### config.mk
export PLATFORM = sky130hd
export DESIGN_NAME = abr_masked_mux_pipe
export DESIGN_NICKNAME = d
export VERILOG_FILES = /design/src/rtl/abr_masked_mux_pipe.sv
export SDC_FILE = /design/constraint.sdc
export NUM_CORES = 2
export LEC_CHECK = 0
export BUFFER_PORTS_ARGS = -buffer_cell sky130_fd_sc_hd__clkbuf_2
export CAP_MARGIN = 15
export CORE_ASPECT_RATIO = 0.8
export CORE_UTILIZATION = 46
export CTS_CLUSTER_SIZE = 40
export DETAILED_ROUTE_END_ITERATION = 10
export MAX_ROUTING_LAYER = met4
export PLACE_DENSITY_LB_ADDON = 0.05
export SETUP_SLACK_MARGIN = 0.3
export SLEW_MARGIN = 15
export SYNTH_ARGS = -nofsm -noshare
export SYNTH_HDL_FRONTEND = slang
export SYNTH_SLANG_ARGS = --single-unit
### constraint.sdc
create_clock -name clk -period 1.4 [get_ports clk]
set_input_delay 0.14 -clock clk [delete_from_list [all_inputs] [get_ports clk]]
set_output_delay 0.14 -clock clk [all_outputs]
set_load 0.02 [all_outputs]
### src/rtl/abr_masked_mux_pipe.sv
// Masked conditional select r = s ? r0 : r1 on Boolean 2-share operands, 2-cycle pipeline.
// The select is never unmasked: it enters a DOM AND whose cross terms are refreshed.
module abr_masked_mux_pipe #(
  parameter int WIDTH     = 23,
  parameter int NUM_LANES = 4
) (
  input  logic                                  clk,
  input  logic                                  rst_n,
  input  logic                                  zeroize,
  input  logic                                  valid_i,
  input  logic [1:0]                            mode_i,
  input  logic [NUM_LANES-1:0][1:0]             carry0_i,
  input  logic [NUM_LANES-1:0][1:0]             carry1_i,
  input  logic [NUM_LANES-1:0][1:0]             sel_i,
  input  logic [NUM_LANES-1:0][WIDTH-1:0][1:0]  r0_i,
  input  logic [NUM_LANES-1:0][WIDTH-1:0][1:0]  r1_i,
  input  logic [NUM_LANES*WIDTH-1:0]            rnd_xor_i,
  input  logic [NUM_LANES*WIDTH-1:0]            rnd_and_i,
  output logic                                  valid_o,
  output logic [NUM_LANES-1:0][WIDTH-1:0][1:0]  res_o,
  output logic                                  err_o
);

  typedef logic [NUM_LANES-1:0][WIDTH-1:0] plane_t;

  logic [NUM_LANES-1:0][1:0] c_sh;
  logic [NUM_LANES-1:0][1:0] s_sh;

  plane_t inner0_d, inner1_d, cross0_d, cross1_d, y0_d, y1_d;
  plane_t inner0_q, inner1_q, cross0_q, cross1_q, y0_q, y1_q;
  logic   v1, err1;

  logic [NUM_LANES-1:0][WIDTH-1:0][1:0] res_d;

  // Sharewise XOR keeps each share in its own domain; inverting one share negates the secret.
  always_comb begin
    c_sh = '0;
    s_sh = '0;
    for (int l = 0; l < NUM_LANES; l++) begin
      c_sh[l] = carry0_i[l] ^ carry1_i[l];
      case (mode_i)
        2'b01:   s_sh[l] = {c_sh[l][1], ~c_sh[l][0]};
        2'b10:   s_sh[l] = sel_i[l];
        default: s_sh[l] = carry0_i[l];
      endcase
    end
  end

  always_comb begin
    inner0_d = '0;
    inner1_d = '0;
    cross0_d = '0;
    cross1_d = '0;
    y0_d     = '0;
    y1_d     = '0;
    for (int l = 0; l < NUM_LANES; l++) begin
      for (int b = 0; b < WIDTH; b++) begin
        logic k, z, x0, x1;
        k  = rnd_xor_i[l*WIDTH + b];
        z  = rnd_and_i[l*WIDTH + b];
        x0 = r0_i[l][b][0] ^ r1_i[l][b][0] ^ k;
        x1 = r0_i[l][b][1] ^ r1_i[l][b][1] ^ k;
        inner0_d[l][b] = x0 & s_sh[l][0];
        inner1_d[l][b] = x1 & s_sh[l][1];
        cross0_d[l][b] = (x0 & s_sh[l][1]) ^ z;
        cross1_d[l][b] = (x1 & s_sh[l][0]) ^ z;
        y0_d[l][b]     = r1_i[l][b][0] ^ k;
        y1_d[l][b]     = r1_i[l][b][1] ^ k;
      end
    end
  end

  // DOM terms are compressed only after the register, so no glitch spans both shares.
  always_comb begin
    res_d = '0;
    for (int l = 0; l < NUM_LANES; l++) begin
      for (int b = 0; b < WIDTH; b++) begin
        res_d[l][b][0] = inner0_q[l][b] ^ cross0_q[l][b] ^ y0_q[l][b];
        res_d[l][b][1] = inner1_q[l][b] ^ cross1_q[l][b] ^ y1_q[l][b];
      end
    end
  end

  always_ff @(posedge clk or negedge rst_n) begin
    if (!rst_n) begin
      inner0_q <= '0;
      inner1_q <= '0;
      cross0_q <= '0;
      cross1_q <= '0;
      y0_q     <= '0;
      y1_q     <= '0;
      v1       <= 1'b0;
      err1     <= 1'b0;
      valid_o  <= 1'b0;
      res_o    <= '0;
      err_o    <= 1'b0;
    end else if (zeroize) begin
      inner0_q <= '0;
      inner1_q <= '0;
      cross0_q <= '0;
      cross1_q <= '0;
      y0_q     <= '0;
      y1_q     <= '0;
      v1       <= 1'b0;
      err1     <= 1'b0;
      valid_o  <= 1'b0;
      res_o    <= '0;
      err_o    <= 1'b0;
    end else begin
      v1      <= valid_i;
      valid_o <= v1;
      if (valid_i) begin
        inner0_q <= inner0_d;
        inner1_q <= inner1_d;
        cross0_q <= cross0_d;
        cross1_q <= cross1_d;
        y0_q     <= y0_d;
        y1_q     <= y1_d;
        err1     <= (mode_i == 2'b11);
      end
      if (v1) begin
        res_o <= res_d;
        err_o <= err1;
      end
    end
  end

endmodule
---- Word level (Yosys, flattened, before mapping) ----
Index checks and enable logic that the tools add are counted.
word-level totals
  bits in registers ....................... 740
  input port bits ......................... 582
  word-level logic and storage cells ...... 1629
operators by class
  equality and inequality tests ........... 3
  multiplexer cells ....................... 24
  bitwise gates (word level) .............. 1480
  reductions and logical operators ........ 2
operator list
  cell                                                              number
  92-bit 2-to-1 mux                                                 12
  1-bit XOR                                                         1104
  1-bit bitwise AND                                                 368
  184-bit 2-to-1 mux                                                2
  2-bit one-hot mux with 2 select lines                             4
  2-bit XOR                                                         4
  1-bit 2-to-1 mux                                                  6
  2-bit == test (second input constant)                             2
  1-bit NOT                                                         4
  2-bit nonzero test                                                2
  2-bit by 1-bit == test with 1-bit output (second input constant)  1

---- Longest topological paths before layout ----
  word-level depth ........................ 7
  gate-level depth with buffers ........... 9

---- Worst setup path after synthesis ----
No wires, ideal clock.
  path type ............................... input -> register
  start ................................... in mode_i[0]
  end ..................................... reg cross1_q[69] in the netlist's numbering
  setup time .............................. 111 ps
  arrival time ............................ 1779 ps
  required time ........................... 1289 ps
  setup slack ............................. -490 ps
  stages .................................. 8
  path buffers ............................ 2
  cells stage by stage .................... inv_1 ha_1 buf_6 or4b_4 o211ai_4 buf_6 nand2_1 a2111oi_2
between the ends
  word-level cells in the longest chain between the ends .. 6
  elaborated cells between the ends (all ways) .. 7
  classes of those cells .................. 2 x eq/ne; 3 x mux; 2 x bitwise
RTL lines
  element                                                                    line  RTL
  start: declaration                                                         11    input logic [1:0] mode_i,
  2-bit == test or 2-bit by 1-bit == test with 1-bit output (tied branches)  41    case (mode_i)
  2-bit one-hot mux with 2 select lines *                                    41
  1-bit bitwise AND *                                                        66    cross1_d[l][b] = (x1 & s_sh[l][0]) ^ z;
  1-bit XOR *                                                                66
  92-bit 2-to-1 mux *                                                        112   if (valid_i) begin
  92-bit 2-to-1 mux *                                                        97    end else if (zeroize) begin
  end signal: assignment                                                     116   cross1_q <= cross1_d;
  end: declaration                                                           30    plane_t inner0_q, inner1_q, cross0_q, cross1_q, y0_q, y1_q;
Mark *: on every way between the ends. The rest lies on a longest branch, timed or not. The select of a mux whose other input is x is not followed.
A chain may end at the register's enable or synchronous reset.

---- Final worst setup path ----
  start ................................... in mode_i[0]
  end ..................................... reg cross0_q[35] in the netlist's numbering
between the ends
  word-level cells in the longest chain between the ends .. 6
  elaborated cells between the ends (all ways) .. 7
  classes of those cells .................. 2 x eq/ne; 3 x mux; 2 x bitwise
RTL lines
  element                                                                    line  RTL
  2-bit == test or 2-bit by 1-bit == test with 1-bit output (tied branches)  41
  2-bit one-hot mux with 2 select lines *                                    41
  1-bit bitwise AND *                                                        65    cross0_d[l][b] = (x0 & s_sh[l][1]) ^ z;
  1-bit XOR *                                                                65
  92-bit 2-to-1 mux *                                                        112
  92-bit 2-to-1 mux *                                                        97
  end signal: assignment                                                     115   cross0_q <= cross0_d;
  end: declaration                                                           30
Marks and branches as above.

==> results.rst <==
.. list-table::
   :header-rows: 1

   * - Metric
     - Value
   * - Status
     - complete, but fails checks
   * - Failing checks
     - hold timing, setup timing
   * - Setup repair after global routing missed its margin
     - yes
   * - DRC violation total after the first TritonRoute iteration
     - 3012
   * - Number of vias per cell
     - 5.65
   * - Area delta synth->final
     - 60.1%
   * - Final global-route overflow total
     - 0
   * - Worst path slowest cell
     - sky130_fd_sc_hd__a2111oi_4
   * - Layout Cell Area excl Fill
     - 65400 um^2
   * - Final weighted congestion in routability-driven placement
     - 0.868
   * - Type of element capturing the critical path
     - flip-flop
   * - Number of global-route vias before repair
     - 37.7k
   * - Count of endpoints failing hold in the final timing report
     - 27
   * - Leakage power figure
     - 28.0 nW
   * - Antenna violations before repair
     - 14
   * - CTS tree
     - yes
   * - Detailed-route wire length per cell
     - 23.1 um
   * - Count of nets left with antenna violations after detail routing
     - 0
   * - Final hold slack
     - -85.4 ps
   * - Row count
     - 97
   * - Clock tree skew after final layout
     - 19.9 ps
   * - Clock buffers created by TritonCTS
     - 80
   * - Largest voltage drop on the vdd net
     - 1.12 mV
   * - HP Class
     - input pin to flip-flop
   * - Dpl hpwl
     - 94500 um
   * - Vias
     - 39.6k
   * - Total nets after synthesis
     - 4564
   * - Initial core utilization
     - 46.5%
   * - Met2 WL
     - 77600 um
   * - Die Area
     - 90000 um^2
   * - Power Dens Cells
     - 1040 nW/um^2
   * - Post-route worst setup slack
     - -364 ps
   * - Horiz. Die Dim
     - 335 um
   * - Largest driver fanout on the critical path
     - 8
   * - Post-Synthesis Cell Area
     - 40800 um^2
   * - Post-layout min period
     - 1760 ps
   * - Required time of the worst setup path
     - 1910 ps
   * - Sequential-to-total area share from yosys stat
     - 45.3%
   * - Number of clock sinks
     - 740
   * - Die height
     - 268 um
   * - Net count, final
     - 6336
   * - Slew Viols, Final
     - 0
   * - Pin count of the biggest net entering global routing
     - 91
   * - Final period utilization
     - 126%
   * - Least-Margin Pin Slew
     - 1110 ps
   * - Boundary pin count
     - 768
   * - Setup-failing EPs final
     - 171
   * - Count of cell types in the netlist
     - 32
   * - Clock transition at the registers of the reported paths
     - 70 ps
   * - Port buffer count
     - 767
   * - First-pass GRT wire length
     - 222000 um
   * - Class of the most critical setup path
     - input pin to flip-flop
   * - Crit path arrival time
     - 2270 ps
   * - Routed wire length on met3
     - 11500 um
   * - Most common library cell in the layout ignoring fill and taps
     - sky130_fd_sc_hd__xnor2_1
   * - Root Buffer Master
     - sky130_fd_sc_hd__clkbuf_16
   * - Most used cells in the layout excluding fill and tap cells
     - sky130_fd_sc_hd__xnor2_1, sky130_fd_sc_hd__dfrtp_1, sky130_fd_sc_hd__clkbuf_2
   * - Count of yosys warnings during synthesis
     - 0
   * - Placed cell areas
     - 50000 um^2
   * - Layout cell share with drive strength beyond 1
     - 35.2%
   * - Number of iterations in the first detailed-routing pass
     - 5
   * - Worst relative slew slack
     - 25.8%
   * - Average cell area after synthesis
     - 10.3 um^2
   * - Total track usage
     - 32.6%
   * - DP Worst Slack
     - -1010 ps
   * - Routed metal-1 wire length
     - 66600 um
   * - Critical Path Max Stage Delay
     - 490 ps
   * - Remaining DRCs
     - 0
   * - Clock latency on the worst-skew pair
     - 670 ps
   * - Gate count after technology mapping
     - 3979
   * - Level count of the clock H-tree
     - 3
   * - #FFs+latches synth
     - 740
   * - Total detailed-routing wirelength
     - 162000 um
   * - Max-cap violation count
     - 0
   * - Setup crit start kind
     - input pin
   * - Highest Clock Rate
     - 0.567 GHz
   * - Worst-case clock buffer depth
     - 3
   * - Cell-by-cell listing of the critical path
     - clkbuf_16, inv_12, ha_4, buf_6, nor2b_4, buf_12, a22o_4, buf_12, buf_16, buf_6, o21ai_4, a2111oi_4
   * - DR top layer
     - met4
   * - Area of the placeable core
     - 87700 um^2
[routing by layer]
layer / global-route usage, % / vias up
li1: - / 17800
met1: 43.0 / 19700
met2: 51.5 / 1687
met3: 5.13 / 398
met4: 10.9 / 0
met5: - / -
[worst max-delay path, delay by kind of cell]
| family | cells | cell delay [ps] |
|---|---|---|
| AO/OA/AOI/OAI | 3 | 840 |
| adder cells (fa/ha/maj) | 1 | 190 |
| buffers and inverters | 7 | 930 |
| AND/OR/NAND/NOR | 1 | 150 |
[final timing paths]
path                                endpoint  startpoint  slack [ps]  cells after the start
worst max-delay path            cross0_q[35]   mode_i[0]        -360                     12
worst min-delay path             cross1_q[8]    r0_i[17]         -90                      4
worst max register to register     res_o[74]          v1         -20                      4
worst min register to register     res_o[21]   res_o[21]         550                      2
max in group asynchronous         res_o[182]       rst_n         700                      4
min in group asynchronous         res_o[166]       rst_n         -40                      2
[Yosys cell counts]
| master | n | area (um^2) |
|---|---|---|
| sky130_fd_sc_hd__dfrtp_1 | 740 | 18500 |
| sky130_fd_sc_hd__xnor2_1 | 736 | 6450 |
| sky130_fd_sc_hd__nor2_1 | 554 | 2080 |
| sky130_fd_sc_hd__clkbuf_1 | 245 | 920 |
| sky130_fd_sc_hd__nand2b_1 | 188 | 1180 |
| sky130_fd_sc_hd__mux2i_1 | 186 | 1860 |
| sky130_fd_sc_hd__a21oi_1 | 185 | 926 |
| sky130_fd_sc_hd__a211oi_1 | 184 | 1380 |
| sky130_fd_sc_hd__o2111a_1 | 161 | 1810 |
| sky130_fd_sc_hd__o211ai_1 | 161 | 1210 |
| sky130_fd_sc_hd__o21ai_0 | 161 | 806 |
| sky130_fd_sc_hd__a2111oi_0 | 117 | 1020 |
| sky130_fd_sc_hd__nor2b_1 | 95 | 594 |
| sky130_fd_sc_hd__buf_2 | 65 | 325 |
| sky130_fd_sc_hd__a2111oi_1 | 42 | 420 |
| sky130_fd_sc_hd__nand2_1 | 27 | 101 |
| sky130_fd_sc_hd__nand3_1 | 26 | 130 |
| sky130_fd_sc_hd__a2111oi_2 | 25 | 375 |
| sky130_fd_sc_hd__and4_1 | 23 | 201 |
| sky130_fd_sc_hd__buf_1 | 18 | 67.6 |
| sky130_fd_sc_hd__buf_6 | 12 | 135 |
| sky130_fd_sc_hd__a22o_1 | 7 | 61.3 |
| sky130_fd_sc_hd__buf_4 | 4 | 30.0 |
| sky130_fd_sc_hd__ha_1 | 3 | 37.5 |
| sky130_fd_sc_hd__inv_1 | 3 | 11.3 |
| sky130_fd_sc_hd__o31ai_4 | 3 | 63.8 |
| sky130_fd_sc_hd__o22ai_2 | 2 | 25.0 |
| sky130_fd_sc_hd__o22ai_4 | 2 | 40.0 |
| sky130_fd_sc_hd__nand2b_4 | 1 | 13.8 |
| sky130_fd_sc_hd__nand3b_1 | 1 | 7.51 |
| sky130_fd_sc_hd__o211ai_4 | 1 | 21.3 |
| sky130_fd_sc_hd__or4b_4 | 1 | 13.8 |
[registers in the layout (all words and copies together), names as in the netlist]
name	count
cross0_q	92
cross1_q	92
err1	1
err_o	1
inner0_q	92
inner1_q	92
res_o	184
v1	1
valid_o	1
y0_q	92
y1_q	92
[where the power goes]
part / switching (W) / internal (W) / total [W] / leakage, nW
Clock: 0.00938 / 0.0138 / 0.0232 / 1.40
Combinational: 0.00990 / 0.0104 / 0.0202 / 16.7
Sequential: 0.00128 / 0.0229 / 0.0242 / 9.86
Total: 0.0206 / 0.0471 / 0.0677 / 28.0
[through the flow]
stage / TNS (ps) / power [W] / cells / util, %
3_3_place_gp: -255820 / 0.0383 / 6124 / 57.0
2_1_floorplan: -93720 / 0.0318 / 3979 / -
5_1_grt: -15790 / 0.0699 / 7018 / 74.5
3_5_place_dp: -279340 / 0.0384 / 6124 / 57.0
4_1_cts: -1680 / 0.0644 / 6789 / 68.0
6_report: -8040 / 0.0677 / 7019 / 74.5
[area by class of cell]
cell class	count	area, um^2
multi-input combinational	2893	23300
fill	5921	22400
tap	1188	1490
timing repair buffer	2033	19100
inverter	3	23.8
clock inverter	27	409
clock buffer	120	2430
sequential	740	18500
antenna	15	37.5
[logic make-up (layout without fill, tap and decap cells)]
logic type / Yosys count / after routing / synth area share, %
other cells: 0 / 15 / 0
buf+inv: 347 / 2183 / 3.65
simple gates: 916 / 916 / 10.6
mux: 186 / 186 / 4.56
flops: 740 / 740 / 45.3
xor+xnor: 736 / 736 / 15.8
compound gates: 1051 / 1052 / 20.0
fa+ha+maj: 3 / 3 / 0.0919
[repair_timing]
| action | 4_1_cts | 5_1_grt |
|---|---|---|
| resized for setup | 355 | 995 |
| buffers inserted | 58 | 159 |
| setup endpoints to repair | 730 | 736 |
| hold buffers | 428 | 1 |
| hold endpoints to repair | 1232 | 31 |
| pin swaps | 111 | 296 |
| gates cloned | 32 | 55 |
No activity file was read; power rests on OpenSTA's default activity.
